File: config.mk
export PLATFORM = sky130hd
export DESIGN_NAME = bus2to1_arbiter
export DESIGN_NICKNAME = d
export VERILOG_FILES = /design/src/rtl/bus2to1_arbiter_pkg.sv /design/src/rtl/bus_watchdog.sv /design/src/rtl/bus2to1_arbiter.sv
export SDC_FILE = /design/constraint.sdc
export NUM_CORES = 1
export LEC_CHECK = 0
export ABC_AREA = 1
export CORE_AREA = 4 4 117 119
export DETAILED_ROUTE_END_ITERATION = 16
export DIE_AREA = 0 0 121 123
export MAX_ROUTING_LAYER = met4
export PLACE_DENSITY = 0.63
export REMOVE_ABC_BUFFERS = 1
export SETUP_SLACK_MARGIN = 0.4
export SLEW_MARGIN = 40
export SYNTH_ARGS = -nofsm -noshare
export SYNTH_HDL_FRONTEND = slang
export SYNTH_SLANG_ARGS = --single-unit
export TNS_END_PERCENT = 10
File: constraint.sdc
create_clock -name clk -period 2.4 [get_ports clk]
set_input_delay 0.48 -clock clk [delete_from_list [all_inputs] [get_ports clk]]
set_output_delay 0.48 -clock clk [all_outputs]
set_load 0.1 [all_outputs]
File: src/rtl/bus2to1_arbiter_pkg.sv
// Shared definitions for the simple valid/ready memory bus arbiter and its helpers.
package bus2to1_arbiter_pkg;

  localparam int unsigned ADDR_W = 32;
  localparam int unsigned DATA_W = 32;
  localparam int unsigned STRB_W = 4;

  // Read data returned to a master whose transaction was forcibly completed.
  localparam logic [DATA_W-1:0] ERR_RDATA = 32'hDEAD_BEEF;

  typedef enum logic [1:0] {
    IDLE = 2'd0,
    OWN1 = 2'd1,
    OWN2 = 2'd2
  } arb_state_e;

  // Watchdog counter width: enough to hold TIMEOUT, never narrower than one bit.
  function automatic int unsigned wd_width(input int unsigned timeout);
    int unsigned w;
    w = $clog2(timeout + 1);
    return (w < 1) ? 1 : w;
  endfunction

endpackage

File: src/rtl/bus_watchdog.sv
// Transaction watchdog: counts stalled owner cycles and flags the cycle in which
// the allowed wait is used up. TIMEOUT=0 disables it (expired stays low).
module bus_watchdog
  import bus2to1_arbiter_pkg::*;
#(
  parameter int unsigned TIMEOUT = 0
) (
  input  logic clk,
  input  logic resetn,
  input  logic clear,
  input  logic enable,
  input  logic hit,
  output logic expired
);

  localparam int unsigned CW = wd_width(TIMEOUT);
  localparam logic [CW-1:0] LAST = CW'((TIMEOUT == 0) ? 0 : TIMEOUT - 1);

  logic [CW-1:0] count;

  // Stall counter: cleared while idle, advances on each enabled cycle without a hit.
  always_ff @(posedge clk or negedge resetn) begin
    if (!resetn) begin
      count <= '0;
    end else if (clear) begin
      count <= '0;
    end else if (enable && !hit && (TIMEOUT != 0)) begin
      count <= count + CW'(1);
    end
  end

  // Expiry is combinational so the forced completion lands in the last allowed cycle.
  always_comb begin
    expired = (TIMEOUT != 0) && enable && !hit && (count == LAST);
  end

endmodule

File: src/rtl/bus2to1_arbiter.sv
// Two-initiator to one-responder round-robin arbiter with transaction-locked grant
// and optional watchdog forcing completion of hung transfers.
module bus2to1_arbiter
  import bus2to1_arbiter_pkg::*;
#(
  parameter int unsigned       TIMEOUT       = 0,
  parameter logic [DATA_W-1:0] TIMEOUT_RDATA = ERR_RDATA,
  parameter bit                M1_FIRST      = 1'b1
) (
  input  logic              clk,
  input  logic              resetn,

  input  logic              m1_valid,
  output logic              m1_ready,
  input  logic [ADDR_W-1:0] m1_addr,
  output logic [DATA_W-1:0] m1_rdata,
  input  logic [DATA_W-1:0] m1_wdata,
  input  logic [STRB_W-1:0] m1_wstrb,

  input  logic              m2_valid,
  output logic              m2_ready,
  input  logic [ADDR_W-1:0] m2_addr,
  output logic [DATA_W-1:0] m2_rdata,
  input  logic [DATA_W-1:0] m2_wdata,
  input  logic [STRB_W-1:0] m2_wstrb,

  output logic              s_valid,
  input  logic              s_ready,
  output logic [ADDR_W-1:0] s_addr,
  input  logic [DATA_W-1:0] s_rdata,
  output logic [DATA_W-1:0] s_wdata,
  output logic [STRB_W-1:0] s_wstrb,

  output logic [1:0]        grant
);

  arb_state_e state, state_nxt;
  logic       prio, prio_nxt;     // 1: m1 wins a tie, 0: m2 wins a tie
  logic       owner_valid;
  logic       wd_expired;

  // Valid of whichever master currently owns the bus; low while idle.
  always_comb begin
    owner_valid = 1'b0;
    case (state)
      OWN1:    owner_valid = m1_valid;
      OWN2:    owner_valid = m2_valid;
      default: owner_valid = 1'b0;
    endcase
  end

  // The counter is held clear in IDLE, so it always starts from zero on grant.
  bus_watchdog #(
    .TIMEOUT (TIMEOUT)
  ) u_watchdog (
    .clk     (clk),
    .resetn  (resetn),
    .clear   (state == IDLE),
    .enable  (owner_valid),
    .hit     (s_ready),
    .expired (wd_expired)
  );

  // State and round-robin priority registers.
  always_ff @(posedge clk or negedge resetn) begin
    if (!resetn) begin
      state <= IDLE;
      prio  <= M1_FIRST;
    end else begin
      state <= state_nxt;
      prio  <= prio_nxt;
    end
  end

  // Arbitration, completion handling and the forwarding muxes, all from state.
  always_comb begin
    state_nxt = state;
    prio_nxt  = prio;
    s_valid   = 1'b0;
    s_addr    = '0;
    s_wdata   = '0;
    s_wstrb   = '0;
    m1_ready  = 1'b0;
    m1_rdata  = '0;
    m2_ready  = 1'b0;
    m2_rdata  = '0;
    grant     = '0;
    unique case (state)
      IDLE: begin
        if (m1_valid && m2_valid) begin
          state_nxt = prio ? OWN1 : OWN2;
        end else if (m1_valid) begin
          state_nxt = OWN1;
        end else if (m2_valid) begin
          state_nxt = OWN2;
        end
      end
      OWN1: begin
        grant    = 2'b01;
        s_valid  = m1_valid && !wd_expired;
        s_addr   = m1_addr;
        s_wdata  = m1_wdata;
        s_wstrb  = m1_wstrb;
        m1_ready = m1_valid && (s_ready || wd_expired);
        m1_rdata = wd_expired ? TIMEOUT_RDATA : s_rdata;
        if (!m1_valid) begin
          state_nxt = IDLE;
        end else if (s_ready || wd_expired) begin
          state_nxt = IDLE;
          prio_nxt  = 1'b0;
        end
      end
      OWN2: begin
        grant    = 2'b10;
        s_valid  = m2_valid && !wd_expired;
        s_addr   = m2_addr;
        s_wdata  = m2_wdata;
        s_wstrb  = m2_wstrb;
        m2_ready = m2_valid && (s_ready || wd_expired);
        m2_rdata = wd_expired ? TIMEOUT_RDATA : s_rdata;
        if (!m2_valid) begin
          state_nxt = IDLE;
        end else if (s_ready || wd_expired) begin
          state_nxt = IDLE;
          prio_nxt  = 1'b1;
        end
      end
      default: state_nxt = IDLE;
    endcase
  end

endmodule

==> impl_summary.md <==
Placed design
The wire-length estimate of the detail-placed layout is 11.2 mm. The placement-stage cell area is roughly 6400 um^2. Buffers placed on the I/O ports in this run total 309. The final weighted congestion in routability-driven placement is 0.803.

Yosys
Each instance of the synthesized netlist takes up on average 4.50 um^2. The sequential-to-total area share from yosys stat is 4.10%. After synthesis, the netlist uses 15 different library cells. The post-synthesis instance area is 1860 um^2.

For this run, the number of Yosys warnings is 0. The flip-flop and latch count after synthesis is 3. The number of instances in the synthesized netlist is 413.

Timing
Setup repair after global routing could not meet its margin everywhere. The remaining max-slew budget at the tightest pin is between 80% and 90%. In the finished design, the share of the clock period the worst path needs comes to 91.2%. The number of endpoints with negative hold slack in the final report is 0. The number of slew-limit violations in the final report was 0. In the final timing run, aggregate negative setup slack is 0 ns.

Across the routed clock network, the largest skew measured is 0.00235 ns. Setup violations remaining at the end of the flow were counted as 0. At the pin with the least slew margin, the transition time is between 0.2 and 0.3 ns. The post-route minimum period is 2.19 ns.

The peak clock frequency supported by timing is 457 MHz.

Global routing
Global routing used 21.5% of the available met1 tracks. The first global-routing pass estimated 21.7 mm of wire. The number of global-route vias before repair is 3835. The met3 global-route usage is 3.52%.

For this run, global-route usage on met2 was measured as 36.7%. The maximum number of pins on one net before global-route repair is 25. After global routing, the most crowded layer is met2. The global-route usage over all layers is 19.4%. Summed over all layers, the global routing overflow is 0.

The initial antenna violation count is 0.

Setup path
Walking the worst path, the cells encountered are inv_2 > ha_4 > buf_6 > buf_12 > buf_16 > nand2_2 > a21oi_4 > buf_12. Among the stages of the critical path, the cell type that occurs most often is sky130_fd_sc_hd__buf_12. The arrival time reported for the critical path endpoint is 1.71 ns.

Across all register-to-register paths, the minimum setup slack is 0.73 ns. The worst flop-to-flop path endpoint is prio. The kind of cell adding the most delay to the critical path is buffers and inverters.

Of all nets on the critical path, the largest fanout is 5. In this design, the stage delay of the slowest critical-path cell is ~0.40 ns. The critical path start-end classification is reg -> out. STA classifies the critical path startpoint as a flop. The length in cells of the worst reg-to-reg path is 10. The slowest stage of the critical path belongs to the cell sky130_fd_sc_hd__dfrtp_1.

The startpoint identified for the worst register-to-register timing path is state[1]. The critical path required time is 1.92 ns. The number of buffers and inverters on the critical path is 5. The critical path capture point type is a primary output.

Floorplan
The number of I/O pins is 310. The count of standard-cell rows is 41. The total area inside the core boundary comes to approximately 13000 um^2. The area enclosed by the die boundary is 14900 um^2. In this run the horizontal extent of the chip is 121 um. From bottom edge to top edge, the die measures 123 um. The effective utilization at floorplan is around 15%.

Outcome
The run finished with clean final reports.

Finish
Leaving out fill and tap cells, the most frequent cell in the layout is sky130_fd_sc_hd__nand2_1. Of the cells placed in the final design, the portion with a size suffix greater than 1 is 38.1%. After the last flow step, the layout net total stands at 914.

The area growth from synthesis to final layout is 310%. The number of antenna diodes in the final layout is 0. After routing the design area is 7620 um^2.

In the layout the commonest cells are sky130_fd_sc_hd__nand2_1, sky130_fd_sc_hd__clkdlybuf4s50_1, sky130_fd_sc_hd__buf_12.

Route
The via count of the routed design is ~3.8k. The initial DRC count is 116. After detailed routing, the average wire length per cell comes to 17.9 um. The number of DRC violations after detailed routing is 0.

Wires add up to 16.2 mm. The via count normalized by instance count is between 4 and 5. The number of antenna-violating nets in the routed design is 0. The first detailed-routing pass took 4 iterations.

Clocking
The clock sink count is 3. The number of buffers inserted during clock tree synthesis is 3. After clock tree synthesis, the clock-pin slew on the worst setup and hold paths is 0.03 ns.

In this run the deepest clock path goes through 2 buffers. At the later pin of the worst-skew pair, clock insertion delay measures 0.23 ns. The CTS H-tree depth is 1. The post-cts hold buffer count is 0.

CTS placed an instance of sky130_fd_sc_hd__clkbuf_16 at the clock tree root. TritonCTS built the clock tree.

Job
Across the run, the number of max-cap violations was 0.

Hold path
The worst hold path belongs to the class in -> async.
==> cells in the mapped netlist <==
cell type	instances	area (um^2)
sky130_fd_sc_hd__nand3_1	2	10.0
sky130_fd_sc_hd__clkbuf_1	5	18.8
sky130_fd_sc_hd__o21ai_0	1	5.00
sky130_fd_sc_hd__dfstp_2	1	26.3
sky130_fd_sc_hd__nor2_1	4	15.0
sky130_fd_sc_hd__buf_4	2	15.0
sky130_fd_sc_hd__ha_1	5	62.6
sky130_fd_sc_hd__inv_1	73	274
sky130_fd_sc_hd__buf_6	11	124
sky130_fd_sc_hd__a21oi_1	70	350
sky130_fd_sc_hd__buf_2	13	65.1
sky130_fd_sc_hd__inv_2	1	3.75
sky130_fd_sc_hd__nand3b_1	1	7.51
sky130_fd_sc_hd__nand2_1	222	833
sky130_fd_sc_hd__dfrtp_1	2	50.1
==> state kept, by name, indices dropped and copies added (netlist names) <==
name,count
prio,1
state,2
==> layer usage <==
metal  up-vias  wire, um
met5         -         0
met4         0       269
met3        18      1200
met2       224      8530
met1      1693      6210
li1       1869         -
==> worst register-to-register path, delay by kind of cell, from the launching register on <==
kind,cells,cell delay (ns)
fa+ha+maj,1,0.16
buf+inv,5,0.63
simple gates,3,0.20
flops,1,0.38
compound gates,1,0.23
==> through the flow <==
step	hold slack (ns)	setup WS, ns	std cells	utilization (%)
floorplan	0.184	-3.03	382	-
global placement	0.450	0.239	871	51.3
detailed placement	0.454	0.215	871	51.3
CTS	0.451	0.235	895	58.5
global route	0.459	0.175	907	60.6
finish	0.445	0.210	907	60.6
==> worst max path at each step <==
stage | start | endpoint | slack (ns) | cells after the start
CTS | state[0] | s_wstrb[1] | 0.24 | 6
global route | state[1] | s_wdata[5] | 0.18 | 7
floorplan | state[1] | s_valid | -3.03 | 4
detailed placement | state[0] | s_addr[31] | 0.22 | 6
global placement | state[0] | s_addr[4] | 0.24 | 6
finish | state[1] | s_wstrb[1] | 0.21 | 8
==> logic make-up (layout without fill, tap and decap cells) <==
group / after synthesis / in the layout / synth area share (%)
fa+ha+maj: 5 / 5 / 3.36
buf+inv: 105 / 427 / 26.9
flops: 3 / 3 / 4.10
simple gates: 229 / 229 / 46.5
compound gates: 71 / 71 / 19.1
==> what timing repair did <==
item	CTS	global route
cloned	10	7
pin swaps	21	13
setup buffers	10	5
gates resized for setup	126	12
setup endpoints to repair	135	136
==> cell type report <==
| cell class | count | area [um^2] |
|---|---|---|
| inverters | 74 | 280 |
| fillers | 1035 | 4950 |
| multi-input cells | 305 | 1770 |
| clock buffers | 4 | 78.8 |
| well taps | 172 | 215 |
| repair buffers | 349 | 5200 |
| flip-flops and latches | 3 | 76.3 |
Power of run 1 is not shown: default switching activity piles up to over one toggle a cycle in this logic, so the estimate is an artifact.
